### config.mk
export PLATFORM = sky130hd
export DESIGN_NAME = alu_operand_loader
export DESIGN_NICKNAME = d
export VERILOG_FILES = /design/src/rtl/alu_pkg.sv /design/src/rtl/button_debouncer.sv /design/src/rtl/alu_operand_loader.sv
export SDC_FILE = /design/constraint.sdc
export NUM_CORES = 1
export LEC_CHECK = 0
export ABC_AREA = 1
export CAP_MARGIN = 20
export CORE_MARGIN = 2
export CORE_UTILIZATION = 54
export CTS_BUF_LIST = sky130_fd_sc_hd__clkbuf_4
export CTS_CLUSTER_SIZE = 12
export DETAILED_ROUTE_END_ITERATION = 8
export PLACE_DENSITY_LB_ADDON = 0.25
export SLEW_MARGIN = 10
export SYNTH_ARGS = -nofsm -noshare
export SYNTH_HDL_FRONTEND = slang
export SYNTH_SLANG_ARGS = --single-unit
export TNS_END_PERCENT = 5
### constraint.sdc
create_clock -name clk -period 1.3 [get_ports clk]
set_input_delay 0.325 -clock clk [delete_from_list [all_inputs] [get_ports clk]]
set_output_delay 0.325 -clock clk [all_outputs]
set_load 0.01 [all_outputs]
### src/rtl/alu_pkg.sv
// Shared types and constants for the ALU operand loader: FSM states, ALU opcodes, data width.
package alu_pkg;

    localparam int unsigned DATA_W = 4;

    typedef enum logic [2:0] {
        LOAD_A  = 3'd0,
        LOAD_B  = 3'd1,
        LOAD_OP = 3'd2,
        EXEC    = 3'd3,
        SHOW    = 3'd4
    } state_t;

    localparam logic [2:0] OP_ADD = 3'd0;
    localparam logic [2:0] OP_SUB = 3'd1;
    localparam logic [2:0] OP_SHL = 3'd2;
    localparam logic [2:0] OP_SHR = 3'd3;
    localparam logic [2:0] OP_AND = 3'd4;
    localparam logic [2:0] OP_OR  = 3'd5;
    localparam logic [2:0] OP_XOR = 3'd6;
    localparam logic [2:0] OP_NOT = 3'd7;

endpackage

### src/rtl/button_debouncer.sv
// Raw button -> 2-flop synchronizer -> stability counter -> one-cycle rising-edge pulse.
module button_debouncer #(
    parameter int unsigned DEBOUNCE_CYC = 500000
) (
    input  logic clk,
    input  logic rst_n,
    input  logic btn_raw,
    output logic pulse
);

    localparam int unsigned CNT_W = (DEBOUNCE_CYC > 1) ? $clog2(DEBOUNCE_CYC) : 1;
    localparam logic [CNT_W-1:0] CNT_MAX = CNT_W'(DEBOUNCE_CYC - 1);

    logic             sync0_q, sync1_q;
    logic [CNT_W-1:0] cnt_q, cnt_d;
    logic             level_q, level_d;
    logic             armed_q, armed_d;
    logic             pulse_q, pulse_d;

    always_comb begin
        cnt_d   = cnt_q;
        level_d = level_q;
        armed_d = armed_q;
        pulse_d = 1'b0;
        // Until a debounced low is seen, a button held through reset must not fire.
        if (!armed_q) begin
            if (sync1_q) begin
                cnt_d = '0;
            end else if (cnt_q == CNT_MAX) begin
                armed_d = 1'b1;
                cnt_d   = '0;
            end else begin
                cnt_d = cnt_q + 1'b1;
            end
        end else if (sync1_q == level_q) begin
            cnt_d = '0;
        end else if (cnt_q == CNT_MAX) begin
            level_d = sync1_q;
            cnt_d   = '0;
            pulse_d = sync1_q;
        end else begin
            cnt_d = cnt_q + 1'b1;
        end
    end

    always_ff @(posedge clk or negedge rst_n) begin
        if (!rst_n) begin
            sync0_q <= 1'b0;
            sync1_q <= 1'b0;
            cnt_q   <= '0;
            level_q <= 1'b0;
            armed_q <= 1'b0;
            pulse_q <= 1'b0;
        end else begin
            sync0_q <= btn_raw;
            sync1_q <= sync0_q;
            cnt_q   <= cnt_d;
            level_q <= level_d;
            armed_q <= armed_d;
            pulse_q <= pulse_d;
        end
    end

    assign pulse = pulse_q;

endmodule

### src/rtl/alu_operand_loader.sv
// Sequential front-end for the 4-bit ALU: loads A, B and opcode from switches, captures the result.
module alu_operand_loader
    import alu_pkg::*;
#(
    parameter int unsigned DEBOUNCE_CYC = 500000
) (
    input  logic              clk,
    input  logic              rst_n,
    input  logic [DATA_W-1:0] sw,
    input  logic              btn_enter,
    input  logic              btn_clear,
    input  logic [DATA_W-1:0] alu_S,
    output logic [DATA_W-1:0] A,
    output logic [DATA_W-1:0] B,
    output logic [2:0]        seletor,
    output logic [DATA_W-1:0] result,
    output logic              result_valid,
    output logic              zero,
    output logic [2:0]        estado
);

    logic enter_p, clear_p;

    button_debouncer #(.DEBOUNCE_CYC(DEBOUNCE_CYC)) u_enter (
        .clk     (clk),
        .rst_n   (rst_n),
        .btn_raw (btn_enter),
        .pulse   (enter_p)
    );

    button_debouncer #(.DEBOUNCE_CYC(DEBOUNCE_CYC)) u_clear (
        .clk     (clk),
        .rst_n   (rst_n),
        .btn_raw (btn_clear),
        .pulse   (clear_p)
    );

    state_t            state_q, state_d;
    logic [DATA_W-1:0] a_q, a_d, b_q, b_d, result_q, result_d;
    logic [2:0]        sel_q, sel_d;
    logic              zero_q, zero_d, valid_q, valid_d;

    always_comb begin
        state_d  = state_q;
        a_d      = a_q;
        b_d      = b_q;
        sel_d    = sel_q;
        result_d = result_q;
        zero_d   = zero_q;
        valid_d  = valid_q;
        if (clear_p) begin
            state_d  = LOAD_A;
            a_d      = '0;
            b_d      = '0;
            sel_d    = '0;
            result_d = '0;
            zero_d   = 1'b0;
            valid_d  = 1'b0;
        end else begin
            case (state_q)
                LOAD_A: if (enter_p) begin
                    a_d     = sw;
                    state_d = LOAD_B;
                end
                LOAD_B: if (enter_p) begin
                    b_d     = sw;
                    state_d = LOAD_OP;
                end
                LOAD_OP: if (enter_p) begin
                    sel_d   = sw[2:0];
                    state_d = EXEC;
                end
                EXEC: begin
                    result_d = alu_S;
                    zero_d   = (alu_S == '0);
                    valid_d  = 1'b1;
                    state_d  = SHOW;
                end
                SHOW: if (enter_p) begin
                    valid_d = 1'b0;
                    state_d = LOAD_A;
                end
                default: begin
                    state_d  = LOAD_A;
                    a_d      = '0;
                    b_d      = '0;
                    sel_d    = '0;
                    result_d = '0;
                    zero_d   = 1'b0;
                    valid_d  = 1'b0;
                end
            endcase
        end
    end

    always_ff @(posedge clk or negedge rst_n) begin
        if (!rst_n) begin
            state_q  <= LOAD_A;
            a_q      <= '0;
            b_q      <= '0;
            sel_q    <= '0;
            result_q <= '0;
            zero_q   <= 1'b0;
            valid_q  <= 1'b0;
        end else begin
            state_q  <= state_d;
            a_q      <= a_d;
            b_q      <= b_d;
            sel_q    <= sel_d;
            result_q <= result_d;
            zero_q   <= zero_d;
            valid_q  <= valid_d;
        end
    end

    assign A            = a_q;
    assign B            = b_q;
    assign seletor      = sel_q;
    assign result       = result_q;
    assign zero         = zero_q;
    assign result_valid = valid_q;
    assign estado       = state_q;

endmodule

==> results.md <==
- Max incr delay on CP: around 430 ps
- Cell variety after synth: 26
- DRC: 0
- Max VDD drop: between 800 and 900 uV
- GPL Wtd Cong: 0.8652
- Final hold vios: 0
- Avg Cell Area, Syn: 7.663 sq um
- Syn_nets: approximately 470
- Crit end category: flop
- Period utilization: 105.1%
- Area Growth Syn to Fin: 32.33%
- GRT Resource Usage Total: 24.60%
- Die X: 84.53 um
- Worst-path fanout max: 10
- Skew final: 15.60 ps
- Worst-path cell chain: ha_4 > nand2_4 > nor2_4 > nand3_2 > buf_4 > nand2_4 > nor2_1
- Pin count of the biggest net entering global routing: 69
- Crit-path most repeated cell: nand2_4
- Clock Sinks: slightly below 70
- Vias in the first global route: around 3200
- Max Root-Sink Buffers: 2
- HPWL after DPL: roughly 5.6 mm
- CP Launch Type: flop
- Failing checks: setup timing
- Final setup viols: 26
- Outcome: complete, but fails checks
- Max Cap Viol: 0
- First-pass GRT wire length: about 14 mm
- Cts bufs inserted: 9
- Via count: between 3000 and 4000
- DR vias/cell: 5.114
- Mapped Cells: between 400 and 500
- Seq cells post-synth: 68
- Setup CP Type: reg -> reg
- I/O pin cnt: 32
- Top cells by area, synth: dfrtp_1, nand2_1, nor2_1
- H-tree levels: 3
- ANT cells: 0
- Fmax: between 700 and 800 MHz
- Worst path arrival time: around 1700 ps
- P_leak: around 2.2 nW
- # rows: 29
- Cells after DPL: between 600 and 700
- CP required: 1610 ps
- GRT Residual Overflow: 0
- Most common cell after layout, fill and taps aside: nand2_1
- Synth top area share: between 40% and 50%
- Antenna-violating nets left: 0
- Post-Layout Cell Count: about 630
- First-iteration detailed-routing DRC count: 234
- Post-Route WL: about 8.3 mm
- CTS clock-pin slew for the worst setup and hold paths: 110 ps
- Post-synth top area cell: dfrtp_1
- Drt first pass iters: 5
- Post-Syn Area: ~0.0035 sq mm
- Sequential-to-total area share from yosys stat: between 40% and 50%
- Clk root buf: clkbuf_4
- Fin crit period: around 1400 ps
- Nets@finish: 564
- CTS tree: built
- Worst-Skew Late Latency: approximately 430 ps
- Worst slew pin tran: about 360 ps
- Die Y: between 80 and 90 um
- Port Buf Inserts: 31
- Ys Warns: 0
- Initial Utilization: roughly 55%
- Share of layout cells above drive strength 1: about 29%
- Commonest cells after routing, fill and taps aside: nand2_1, nor2_1, dfrtp_1
- HP Class: in -> reg
- Slowest cell on the critical path: dfrtp_1
- Full die area: roughly 0.0071 sq mm
- Power per cell area: about 900 mW/mm^2
- Unrepaired setup endpoints after global routing: true
- Initial antenna violation count: 0
- Setup WS post-layout: -66.76 ps
- Drt wl/cell: approximately 13 um
- Relative slew slack: between 70% and 80%
- Core area: 0.006314 sq mm
- Count of final max-slew check failures: 0
- Final Util: between 70% and 80%
==> state kept, by name (all words and copies together), names as in the netlist <==
| register | flops |
|---|---|
| u_enter.sync1_q | 1 |
| u_enter.level_q | 1 |
| u_clear.level_q | 1 |
| result | 4 |
| u_clear.armed_q | 1 |
| u_clear.pulse | 1 |
| B | 4 |
| u_clear.sync1_q | 1 |
| u_enter.pulse | 1 |
| u_enter.cnt_q | 19 |
| estado | 3 |
| u_enter.sync0_q | 1 |
| u_clear.cnt_q | 19 |
| zero | 1 |
| u_clear.sync0_q | 1 |
| u_enter.armed_q | 1 |
| result_valid | 1 |
| A | 4 |
| seletor | 3 |
==> cells by family (layout without fill, tap and decap cells) <==
kind of cell | count (synthesis) | in the layout | share of synthesized area [%]
AO/OA/AOI/OAI | 37 | 37 | 6.002
XOR/XNOR | 15 | 15 | 3.751
adder cells (fa/ha/maj) | 2 | 2 | 0.7144
buffers and inverters | 64 | 162 | 7.396
flip-flops | 68 | 68 | 48.59
AND/OR/NAND/NOR | 271 | 271 | 33.55
==> synthesized netlist by cell type <==
library cell,n
nand2_1,108
nor2_1,93
dfrtp_1,68
inv_1,60
nand3_1,39
o21ai_0,26
xor2_1,14
nor2_2,9
a21oi_1,5
nand4_1,5
nor2_4,5
nor3_1,5
buf_6,2
ha_1,2
nand2_2,2
nand3_2,2
o211ai_1,2
o21bai_1,2
a21oi_2,1
buf_4,1
inv_2,1
nand2_4,1
nor2b_1,1
nor4_1,1
o21ai_4,1
xnor2_1,1
==> metal layers <==
metal  share of wire [%]  track usage [%]
met2                  48            40.23
met1                  44            32.04
met3                 6.0            5.900
met5                   0                0
met4                 1.9            9.091
==> stage by stage <==
stage | worst slack (ps) | cell area [sq um] | power [W] | setup TNS, ps | hold WS [ps]
2_1_floorplan | -16.83 | 3516 | 0.002257 | -125.7 | 29.41
3_5_place_dp | -97.52 | 4212 | 0.002369 | -1722 | 338.0
4_1_cts | -79.56 | 4462 | 0.004160 | -799.5 | 318.7
3_3_place_gp | -51.52 | 4212 | 0.002364 | -677.6 | 344.3
6_report | -66.76 | 4634 | 0.004148 | -1025 | 331.0
5_1_grt | -158.3 | 4634 | 0.004271 | -4488 | 328.0
==> critical path, delay by kind of cell (launching register included) <==
family        cells  cell delay, ps
buf+inv           1             150
fa+ha+maj         1             180
flops             1             430
simple gates      5             510
==> worst paths after layout <==
check | start | to | slack (ps) | cells past startpoint
worst max register to register | u_enter.cnt_q[0] | u_enter.cnt_q[6] | -70 | 7
worst max-delay path | u_enter.cnt_q[0] | u_enter.cnt_q[6] | -70 | 7
min in group asynchronous | rst_n | result[2] | 420 | 3
max in group asynchronous | rst_n | u_clear.cnt_q[12] | 550 | 3
worst min-delay path | btn_clear | u_clear.sync0_q | 330 | 1
worst min register to register | u_enter.sync0_q | u_enter.sync1_q | 370 | 0
==> final cells by class <==
cell class              instances  area (sq um)
flip-flops and latches         68          1705
inverters                      61         229.0
well taps                      77         96.34
repair buffers                 85         629.4
clock inverters                 6         112.6
fillers                       478          1679
clock buffers                  10         75.07
multi-input cells             325          1787
==> report_power, final <==
group	switching (W)	internal, W	total [W]
registers	0.0000253	0.00214	0.00216
logic	0.000112	0.0000851	0.000197
clock network	0.000792	0.000998	0.00179
==> repair_timing <==
action | CTS | global route
gates resized for setup | 99 | 58
hold buffers | 1 | 0
cloned | 0 | 0
hold endpoints to repair | 68 | 0
setup endpoints to repair | 70 | 82
buffers inserted | 10 | 1
pin swaps | 7 | 6
Power figures use the tool's default switching activity.
